==> config.mk <==
export PLATFORM = sky130hd
export DESIGN_NAME = elastic_delay_pipe
export DESIGN_NICKNAME = d
export VERILOG_FILES = /design/src/rtl/elastic_pipe_pkg.sv /design/src/rtl/elastic_pipe_stage.sv /design/src/rtl/elastic_delay_pipe.sv
export SDC_FILE = /design/constraint.sdc
export NUM_CORES = 1
export LEC_CHECK = 0
export ABC_AREA = 1
export BUFFER_PORTS_ARGS = -buffer_cell sky130_fd_sc_hd__buf_2
export CAP_MARGIN = 15
export CORE_MARGIN = 5
export CORE_UTILIZATION = 50
export CTS_BUF_LIST = sky130_fd_sc_hd__clkbuf_16
export DETAILED_ROUTE_END_ITERATION = 8
export HOLD_SLACK_MARGIN = 0.08
export PLACE_DENSITY = 0.81
export SLEW_MARGIN = 20
export SYNTH_ARGS = -nofsm -noshare
export SYNTH_HDL_FRONTEND = slang
export SYNTH_SLANG_ARGS = --single-unit
==> constraint.sdc <==
create_clock -name clk -period 1.8 [get_ports clk]
set_clock_uncertainty 0.1 [all_clocks]
set_input_delay 0.18 -clock clk [delete_from_list [all_inputs] [get_ports clk]]
set_output_delay 0.18 -clock clk [all_outputs]
set_load 0.005 [all_outputs]
==> src/rtl/elastic_pipe_pkg.sv <==
// Shared types and helpers for the elastic delay pipeline.
//   lane_t : one lane of payload at the default lane width.
//   occ_w  : width of an occupancy counter able to hold 0..depth.
package elastic_pipe_pkg;

    localparam int unsigned LANE_WIDTH = 8;

    typedef logic [LANE_WIDTH-1:0] lane_t;

    // Bits needed to count from 0 up to and including depth.
    function automatic int unsigned occ_w(input int unsigned depth);
        return $clog2(depth + 1);
    endfunction

endpackage

==> src/rtl/elastic_pipe_stage.sv <==
// One stage of the elastic pipeline: a valid bit plus a data register.
// Ports:
//   clk, reset_n        clock, asynchronous active-low reset
//   flush               synchronous clear of the valid bit
//   up_valid, up_data   beat offered by the upstream stage (or producer)
//   down_rdy            ready of the downstream stage (or consumer)
//   rdy                 this stage can take a beat this cycle
//   valid, data         registered contents of this stage
module elastic_pipe_stage #(
    parameter int unsigned DW = 32
) (
    input  logic          clk,
    input  logic          reset_n,
    input  logic          flush,
    input  logic          up_valid,
    input  logic [DW-1:0] up_data,
    input  logic          down_rdy,
    output logic          rdy,
    output logic          valid,
    output logic [DW-1:0] data
);

    logic          v_q;
    logic          v_d;
    logic [DW-1:0] d_q;
    logic [DW-1:0] d_d;

    // An empty stage always loads, which is what lets bubbles collapse.
    assign rdy   = !v_q | down_rdy;
    assign valid = v_q;
    assign data  = d_q;

    // Next-state: flush clears valid; otherwise load when ready, else hold.
    always_comb begin
        v_d = v_q;
        d_d = d_q;
        if (flush) begin
            v_d = 1'b0;
        end else if (rdy) begin
            v_d = up_valid;
            // Data only moves with a real beat so out_data keeps its last value.
            if (up_valid) begin
                d_d = up_data;
            end else begin
                d_d = d_q;
            end
        end else begin
            v_d = v_q;
        end
    end

    // Stage registers with asynchronous clear.
    always_ff @(posedge clk or negedge reset_n) begin
        if (!reset_n) begin
            v_q <= 1'b0;
            d_q <= '0;
        end else begin
            v_q <= v_d;
            d_q <= d_d;
        end
    end

endmodule

==> src/rtl/elastic_delay_pipe.sv <==
// Multi-lane elastic register pipeline with valid/ready handshake,
// bubble collapsing, flush and an occupancy count.
// Optional feature macro: ELASTIC_PIPE_BITREV_EN -- when defined every lane of
// out_data is bit-reversed at the output (lane order unchanged).
// Ports:
//   clk, reset_n        clock, asynchronous active-low reset
//   flush               synchronous clear of every stage
//   in_valid/in_ready   producer handshake, in_data lane k at [k*WIDTH +: WIDTH]
//   out_valid/out_ready consumer handshake, out_data lane k at [k*WIDTH +: WIDTH]
//   occupancy           registered count of valid stages (0..DEPTH)
module elastic_delay_pipe
    import elastic_pipe_pkg::*;
#(
    parameter int unsigned WIDTH    = 8,
    parameter int unsigned CHANNELS = 4,
    parameter int unsigned DEPTH    = 3
) (
    input  logic                         clk,
    input  logic                         reset_n,
    input  logic                         flush,
    input  logic                         in_valid,
    output logic                         in_ready,
    input  logic [CHANNELS*WIDTH-1:0]    in_data,
    output logic                         out_valid,
    input  logic                         out_ready,
    output logic [CHANNELS*WIDTH-1:0]    out_data,
    output logic [occ_w(DEPTH)-1:0]      occupancy
);

    localparam int unsigned DW    = CHANNELS * WIDTH;
    localparam int unsigned OCC_W = occ_w(DEPTH);

    logic [DEPTH-1:0] v_s;
    logic [DEPTH-1:0] rdy_s;
    logic [DW-1:0]    d_s [DEPTH];
    logic [DW-1:0]    last_data_s;

    logic             in_fire_s;
    logic             out_fire_s;
    logic [OCC_W-1:0] occ_q;
    logic [OCC_W-1:0] occ_d;

    // Stage 0 faces the producer; stage DEPTH-1 faces the consumer. The ready
    // chain runs combinationally from the consumer back to the producer.
    for (genvar i = 0; i < DEPTH; i++) begin : g_stage
        logic          up_valid_s;
        logic [DW-1:0] up_data_s;
        logic          down_rdy_s;

        if (i == 0) begin : g_first
            assign up_valid_s = in_valid;
            assign up_data_s  = in_data;
        end else begin : g_mid
            assign up_valid_s = v_s[i-1];
            assign up_data_s  = d_s[i-1];
        end

        if (i == DEPTH - 1) begin : g_last
            assign down_rdy_s = out_ready;
        end else begin : g_inner
            assign down_rdy_s = rdy_s[i+1];
        end

        elastic_pipe_stage #(
            .DW (DW)
        ) u_stage (
            .clk      (clk),
            .reset_n  (reset_n),
            .flush    (flush),
            .up_valid (up_valid_s),
            .up_data  (up_data_s),
            .down_rdy (down_rdy_s),
            .rdy      (rdy_s[i]),
            .valid    (v_s[i]),
            .data     (d_s[i])
        );
    end

    assign in_ready    = rdy_s[0] & !flush;
    assign out_valid   = v_s[DEPTH-1];
    assign last_data_s = d_s[DEPTH-1];

    assign in_fire_s  = in_valid & in_ready;
    assign out_fire_s = out_valid & out_ready;

`ifdef ELASTIC_PIPE_BITREV_EN
    // Per-lane bit reversal; purely combinational so latency is unchanged.
    for (genvar k = 0; k < CHANNELS; k++) begin : g_lane
        for (genvar j = 0; j < WIDTH; j++) begin : g_bit
            assign out_data[k*WIDTH + j] = last_data_s[k*WIDTH + (WIDTH - 1 - j)];
        end
    end
`else
    assign out_data = last_data_s;
`endif

    // Occupancy next-state: flush empties; otherwise +in fire -out fire.
    // It tracks the number of set valid bits, so it cannot exceed DEPTH.
    always_comb begin
        occ_d = occ_q;
        if (flush) begin
            occ_d = '0;
        end else begin
            occ_d = occ_q + OCC_W'(in_fire_s) - OCC_W'(out_fire_s);
        end
    end

    // Occupancy register.
    always_ff @(posedge clk or negedge reset_n) begin
        if (!reset_n) begin
            occ_q <= '0;
        end else begin
            occ_q <= occ_d;
        end
    end

    assign occupancy = occ_q;

endmodule

Yosys cells after proc, flatten, opt, wreduce, memory -nomap -nowiden
Index checks and enable logic that the tools add are counted.

$add $sub $neg: 2. Mux-type cells: 7. Bitwise gates (word level): 7. Reduce and logical (&&, ||, !) cells: 10.

Operators by type and width (number): $reduce_and A3 Y1 (3); $mux W1 (6); $reduce_bool A2 Y1 (3); $logic_not A1 Y1 (4); $and A1 B1 Y1 (3); $or A1 B1 Y1 (3); $add A2 B1 Y2 (1); $mux W2 (1); $sub A2 B1 Y2 (1); $not A1 Y1 (1).

Register bits: 101. Input bits: 37. Output and inout bits: 36. Word-level logic and storage cells: 33.

Logic depth before layout (Yosys ltp)
Depth in word-level cells: 9. Mapped depth: 11. Gate-level depth less buffers: 10.

Modules after synthesis
From an unflattened synthesis, not the netlist that was laid out.

Cell total of the unflattened synthesis: 454. Area total of the unflattened synthesis: 4127.7 sq um.

By module, submodules not included: elastic_pipe_stage (times used 3, cells an instance 144, area each 1326.3 sq um, seq. area each 825.8 sq um); elastic_delay_pipe (times used 1, cells an instance 22, area each 148.9 sq um, seq. area each 50.0 sq um).

Least setup slack after synthesis
Ideal clock, no wire load.

Path kind: flip-flop to flip-flop. Start: register g_stage[2].u_stage.v_q. End: register occ_q[0] (netlist: occupancy[0]). Library setup time: 0.113 ns. Arrival time: 1.486 ns. Required time: 1.587 ns. Slack: 0.101 ns. Stages on the path, launching flop included: 9. Buffers on the path: 1. Period minus slack after synthesis: 1.699 ns. Path through: dfrtp_1 > nand4_2 > nand2_2 > buf_2 > ha_1 > inv_1 > ha_1 > inv_1 > nor2_1.

Word-level cells in the longest chain between the ends: 9. Elaborated cells between the ends (all ways): 10. Classes of those cells: 2 x add/sub; 1 x mux; 6 x bitwise; 1 x reduce/logical.

RTL lines: from (decl) (line elastic_pipe_stage.sv:23) `logic v_q;`; from (signal assigned) (line elastic_pipe_stage.sv:58) `v_q <= v_d;`; $logic_not A1 Y1 (line elastic_pipe_stage.sv:29) `assign rdy = !v_q | down_rdy;`; $or A1 B1 Y1 (3 in series) (line elastic_pipe_stage.sv:29); $and A1 B1 Y1 (line elastic_delay_pipe.sv:79) `assign in_ready = rdy_s[0] & !flush;`; $and A1 B1 Y1 (line elastic_delay_pipe.sv:83) `assign in_fire_s = in_valid & in_ready;`; $add A2 B1 Y2 (line elastic_delay_pipe.sv:104) `occ_d = occ_q + OCC_W'(in_fire_s) - OCC_W'(out_fire_s);`; $sub A2 B1 Y2 (*) (line elastic_delay_pipe.sv:104); $mux W2 (*) (line elastic_delay_pipe.sv:101) `if (flush) begin`; via occ_d[0] (line elastic_delay_pipe.sv:41) `logic [OCC_W-1:0] occ_d;`; to (signal assigned) (line elastic_delay_pipe.sv:111) `occ_q <= '0;`; to (signal assigned) (line elastic_delay_pipe.sv:113) `occ_q <= occ_d;`; to (decl) (line elastic_delay_pipe.sv:40) `logic [OCC_W-1:0] occ_q;`.

The timed path passes the listed nets; every way through them passes the cells marked *. A chain may end at the register's enable or synchronous reset.

Worst setup path in the final report
Start: register g_stage[2].u_stage.v_q. End: register g_stage[0].u_stage.v_q.

Word-level cells in the longest chain between the ends: 5.

RTL lines (line): $logic_not A1 Y1 (elastic_pipe_stage.sv:29); $or A1 B1 Y1 (3 in series) (elastic_pipe_stage.sv:29); $reduce_bool A2 Y1 (no line); to (signal assigned) (elastic_pipe_stage.sv:58); to (decl) (elastic_pipe_stage.sv:23).

No other way between the ends.

==> impl_results.md <==
* Multiplexer fraction of the synthesized cell area at 0
* Number of register bits inferred by synthesis at 101
* Vias per Instance at 5.050
* Synth-to-Final Area Change at 27.10%
* Status: finished, final reports clean
* Fraction of power spent switching nets at 0.2645
* Post-Synthesis Net Count at 486
* Post-synthesis cell type count at 16
* Critical Path Source Type: flip-flop
* Pin count of the biggest net entering global routing at 102
* Simple-gate portion of the synthesized area at 0.2505
* Detailed-router iteration count before antenna repair at 4
* Tightest hold margin at 169.5 ps
* Cell Pwr Density at 1103 nW/um^2
* Crit path kind: flip-flop to flip-flop
* Count of input and output buffers at 72
* Final Hold Vio Count at 0
* Worst endpoint required time at 1920 ps
* Number of instances in the synthesized netlist at 447
* Crit path time final at 1721 ps
* Power share of the combinational group at 0.156
* Top-level I/O count at 73
* Max Fclk at 581.2 MHz
* Setup repair after global routing missed its margin: no
* Startpoint of the lowest-slack register-to-register path: g_stage[2].u_stage.valid$_DFFE_PN0P_
* Reg2Reg Capture Point: g_stage[0].u_stage.valid$_DFFE_PN0P_
* Most Crowded Layer GR: met2
* Parity-gate share of the synthesized area counting xor and xnor cells at 0
* Worst-path clk slew at 60 ps
* Fraction of layout instances using a drive strength above 1 at 0.1790
* Average wire length per cell after detail routing at 14.11 um
* Number of max-capacitance violations reported at 0
* Portion of total power attributed to the clock network at 0.329
* DR DRC count at 0
* M2 GR Usage at 0.3273
* Least-Margin Pin Slew at 528.5 ps
* Share of the synthesized area in compound gates (AO/OA/AOI/OAI) at 0.04356
* Cell count of the worst hold path at 4
* Count of H-tree levels built during CTS at 3
* Vias in the first global route at 3162
* Core region area at 7767 um^2
* Relative slew slack at 0.6477
* Number of buffers on the longest clock path at 2
* Sequential share of power at 0.515
* Antenna Nets Post-Route at 0
* Count of warnings emitted by yosys at 0
* Detailed placer's ending HPWL at 5523 um
* Worst R2R Path Depth at 4
* Starting density of the core at 0.5177
* Arrival time reported for the critical path endpoint at 1840 ps
* Ratio of final minimum period to clock period at 0.9559
* First-pass GRT wire length at 15410 um
* Number of inserted diodes at 0
* Setup slack of the worst register-to-register path at 80 ps
* Destination of the worst hold path: g_stage[2].u_stage.valid$_DFFE_PN0P_
* CTS buffer count at 9
* Number of max-slew violations in the final report at 0
* Kind of end point of the critical path: flip-flop
* Master cell of the clock root buffer: sky130_fd_sc_hd__clkbuf_16
* Width of the die at 99.68 um
* Synthesized area at 4021 um^2
* Psw at 1491 uW
* Mean Syn Cell Area at 8.996 um^2
* Met1 GRT Util at 0.2529
* Largest family of logic cells by synthesized area: simple AND/OR/NAND/NOR gates
* Sink count of the clock tree at 101
* Vertical die dimension at 99.68 um
* Final TNS setup at 0 ps
* Routability-driven placement congestion ratio at 0.7676
* TritonCTS clock tree: built
* Maximum fanout along the worst path at 34
* Die Area at 9936 um^2
* Antenna violations before repair at 0
* IR drop worst, VDD at 0.4955 mV
* Total wirelength of the detailed-routed design at 9241 um
* Hold/Removal Path Class: input port to flip-flop
* Total internal power at 4145 uW
* # setup viols final at 0
* Postcts setup bufs at 0
* Static leakage at 0.002796 uW
* Sequential area share after synthesis at 0.6285
* Total routing usage reported by global routing at 0.1959
* Startpoint of the most critical hold path: out_ready
* Total grt overflow at 0
* Via total after detailed routing at 3308
* Layout net count at 587
* Share of synthesized cell area in full adder, half adder and majority cells at 0.006223
* DRT iter0 DRCs at 139
* Site Rows at 32
* Clock insertion delay at the later pin of the skew report at 340 ps
* Met3 layer usage reported by global route at 0.03366
[how the worst max path moves through the flow]
stage,start,to
3_5_place_dp,g_stage[2].u_stage.valid$_DFFE_PN0P_,occupancy[0]$_DFF_PN0_
6_report,g_stage[2].u_stage.valid$_DFFE_PN0P_,g_stage[0].u_stage.valid$_DFFE_PN0P_
2_1_floorplan,g_stage[2].u_stage.valid$_DFFE_PN0P_,occupancy[0]$_DFF_PN0_
4_1_cts,g_stage[2].u_stage.valid$_DFFE_PN0P_,in_ready
3_3_place_gp,g_stage[2].u_stage.valid$_DFFE_PN0P_,occupancy[0]$_DFF_PN0_
5_1_grt,g_stage[2].u_stage.valid$_DFFE_PN0P_,in_ready
[per-layer routing]
metal  vias to the layer above  share of wire
met3                        19          0.055
met4                         0          0.023
met5                         -              0
met1                      1584           0.42
met2                        98           0.51
li1                       1607              -
[Yosys cell counts]
cell type                    n  area, um^2
sky130_fd_sc_hd__dfrtp_1   101        2527
sky130_fd_sc_hd__nand2_2     1       6.260
sky130_fd_sc_hd__nand2_1   169       634.4
sky130_fd_sc_hd__a21oi_1     2       10.01
sky130_fd_sc_hd__nand4_2     1       12.51
sky130_fd_sc_hd__nand3_1    66       330.3
sky130_fd_sc_hd__inv_1      41       153.9
sky130_fd_sc_hd__buf_2      13       65.06
sky130_fd_sc_hd__nor2_1      3       11.26
sky130_fd_sc_hd__nor2_2      2       12.51
sky130_fd_sc_hd__ha_1        2       25.02
sky130_fd_sc_hd__inv_2       1       3.750
sky130_fd_sc_hd__o21ai_1    27       135.1
sky130_fd_sc_hd__buf_4       5       37.54
sky130_fd_sc_hd__clkbuf_1    7       26.28
sky130_fd_sc_hd__o21ai_0     6       30.03
[per-stage QoR]
step | area (um^2) | util | cells | total power [uW] | setup WS (ps)
6_report | 5111 | 0.6580 | 655 | 5636 | 79.32
5_1_grt | 5111 | 0.6580 | 655 | 5948 | 9.497
4_1_cts | 5107 | 0.6575 | 655 | 5660 | 28.15
3_5_place_dp | 4473 | 0.5759 | 604 | 3758 | 334.1
3_3_place_gp | 4473 | 0.5759 | 604 | 3707 | 369.9
2_1_floorplan | 4021 | - | 447 | 3343 | 100.7
[power by group through the flow]
| stage | logic [uW] | registers, uW | clock network (uW) |
|---|---|---|---|
| floorplan | 427 | 2920 | 0 |
| global placement | 789 | 2920 | 0 |
| detailed placement | 819 | 2940 | 0 |
| CTS | 893 | 2900 | 1860 |
| global route | 1020 | 2960 | 1970 |
| finish | 881 | 2900 | 1850 |
[state kept, by name (all words and copies together), names as in the netlist]
| register | count |
|---|---|
| g_stage.u_stage.data | 96 |
| g_stage.u_stage.valid | 3 |
| occupancy | 2 |
[cells in the final DEF, fill, tap and decap left out]
master	n
sky130_fd_sc_hd__nand2_1	169
sky130_fd_sc_hd__dfrtp_1	101
sky130_fd_sc_hd__buf_2	71
sky130_fd_sc_hd__nand3_1	65
sky130_fd_sc_hd__inv_1	43
sky130_fd_sc_hd__dlygate4sd3_1	35
sky130_fd_sc_hd__o21ai_1	27
sky130_fd_sc_hd__clkbuf_16	9
sky130_fd_sc_hd__o21ai_0	6
sky130_fd_sc_hd__buf_4	6
sky130_fd_sc_hd__nor2_1	3
sky130_fd_sc_hd__nor2_2	2
sky130_fd_sc_hd__a21oi_1	2
sky130_fd_sc_hd__ha_1	2
sky130_fd_sc_hd__clkinv_2	2
sky130_fd_sc_hd__buf_12	2
sky130_fd_sc_hd__nand4_2	1
sky130_fd_sc_hd__nand2_2	1
sky130_fd_sc_hd__inv_2	1
sky130_fd_sc_hd__nand3_2	1
sky130_fd_sc_hd__clkinvlp_4	1
sky130_fd_sc_hd__clkinv_1	1
sky130_fd_sc_hd__bufinv_16	1
sky130_fd_sc_hd__buf_6	1
[what timing repair did]
| action | 4_1_cts | 5_1_grt |
|---|---|---|
| resized for setup | 0 | 1 |
| hold buffers | 35 | 0 |
| endpoints found under the hold margin | 137 | 0 |
| endpoints found under the setup margin | 0 | 2 |
[cells by family (layout without fill, tap and decap cells)]
family	Yosys count	count (layout)
simple gates	242	242
flops	101	101
buf+inv	67	173
compound gates	35	35
fa+ha+maj	2	2
[worst max-delay path, cell delays in order, from the launching register on]
cell	delay, ps
sky130_fd_sc_hd__dfrtp_1	440
sky130_fd_sc_hd__nand4_2	140
sky130_fd_sc_hd__buf_6	270
sky130_fd_sc_hd__a21oi_1	90
sky130_fd_sc_hd__dlygate4sd3_1	560
[cell type report]
cell class / instances / area [um^2]
clock buffer: 9 / 225.2
clock inverter: 7 / 58.81
fill: 624 / 2656
inverter: 42 / 157.7
multi-input combinational: 279 / 1212
sequential: 101 / 2527
tap: 102 / 127.6
timing repair buffer: 115 / 802.0
No activity file was read; power rests on OpenSTA's default activity.
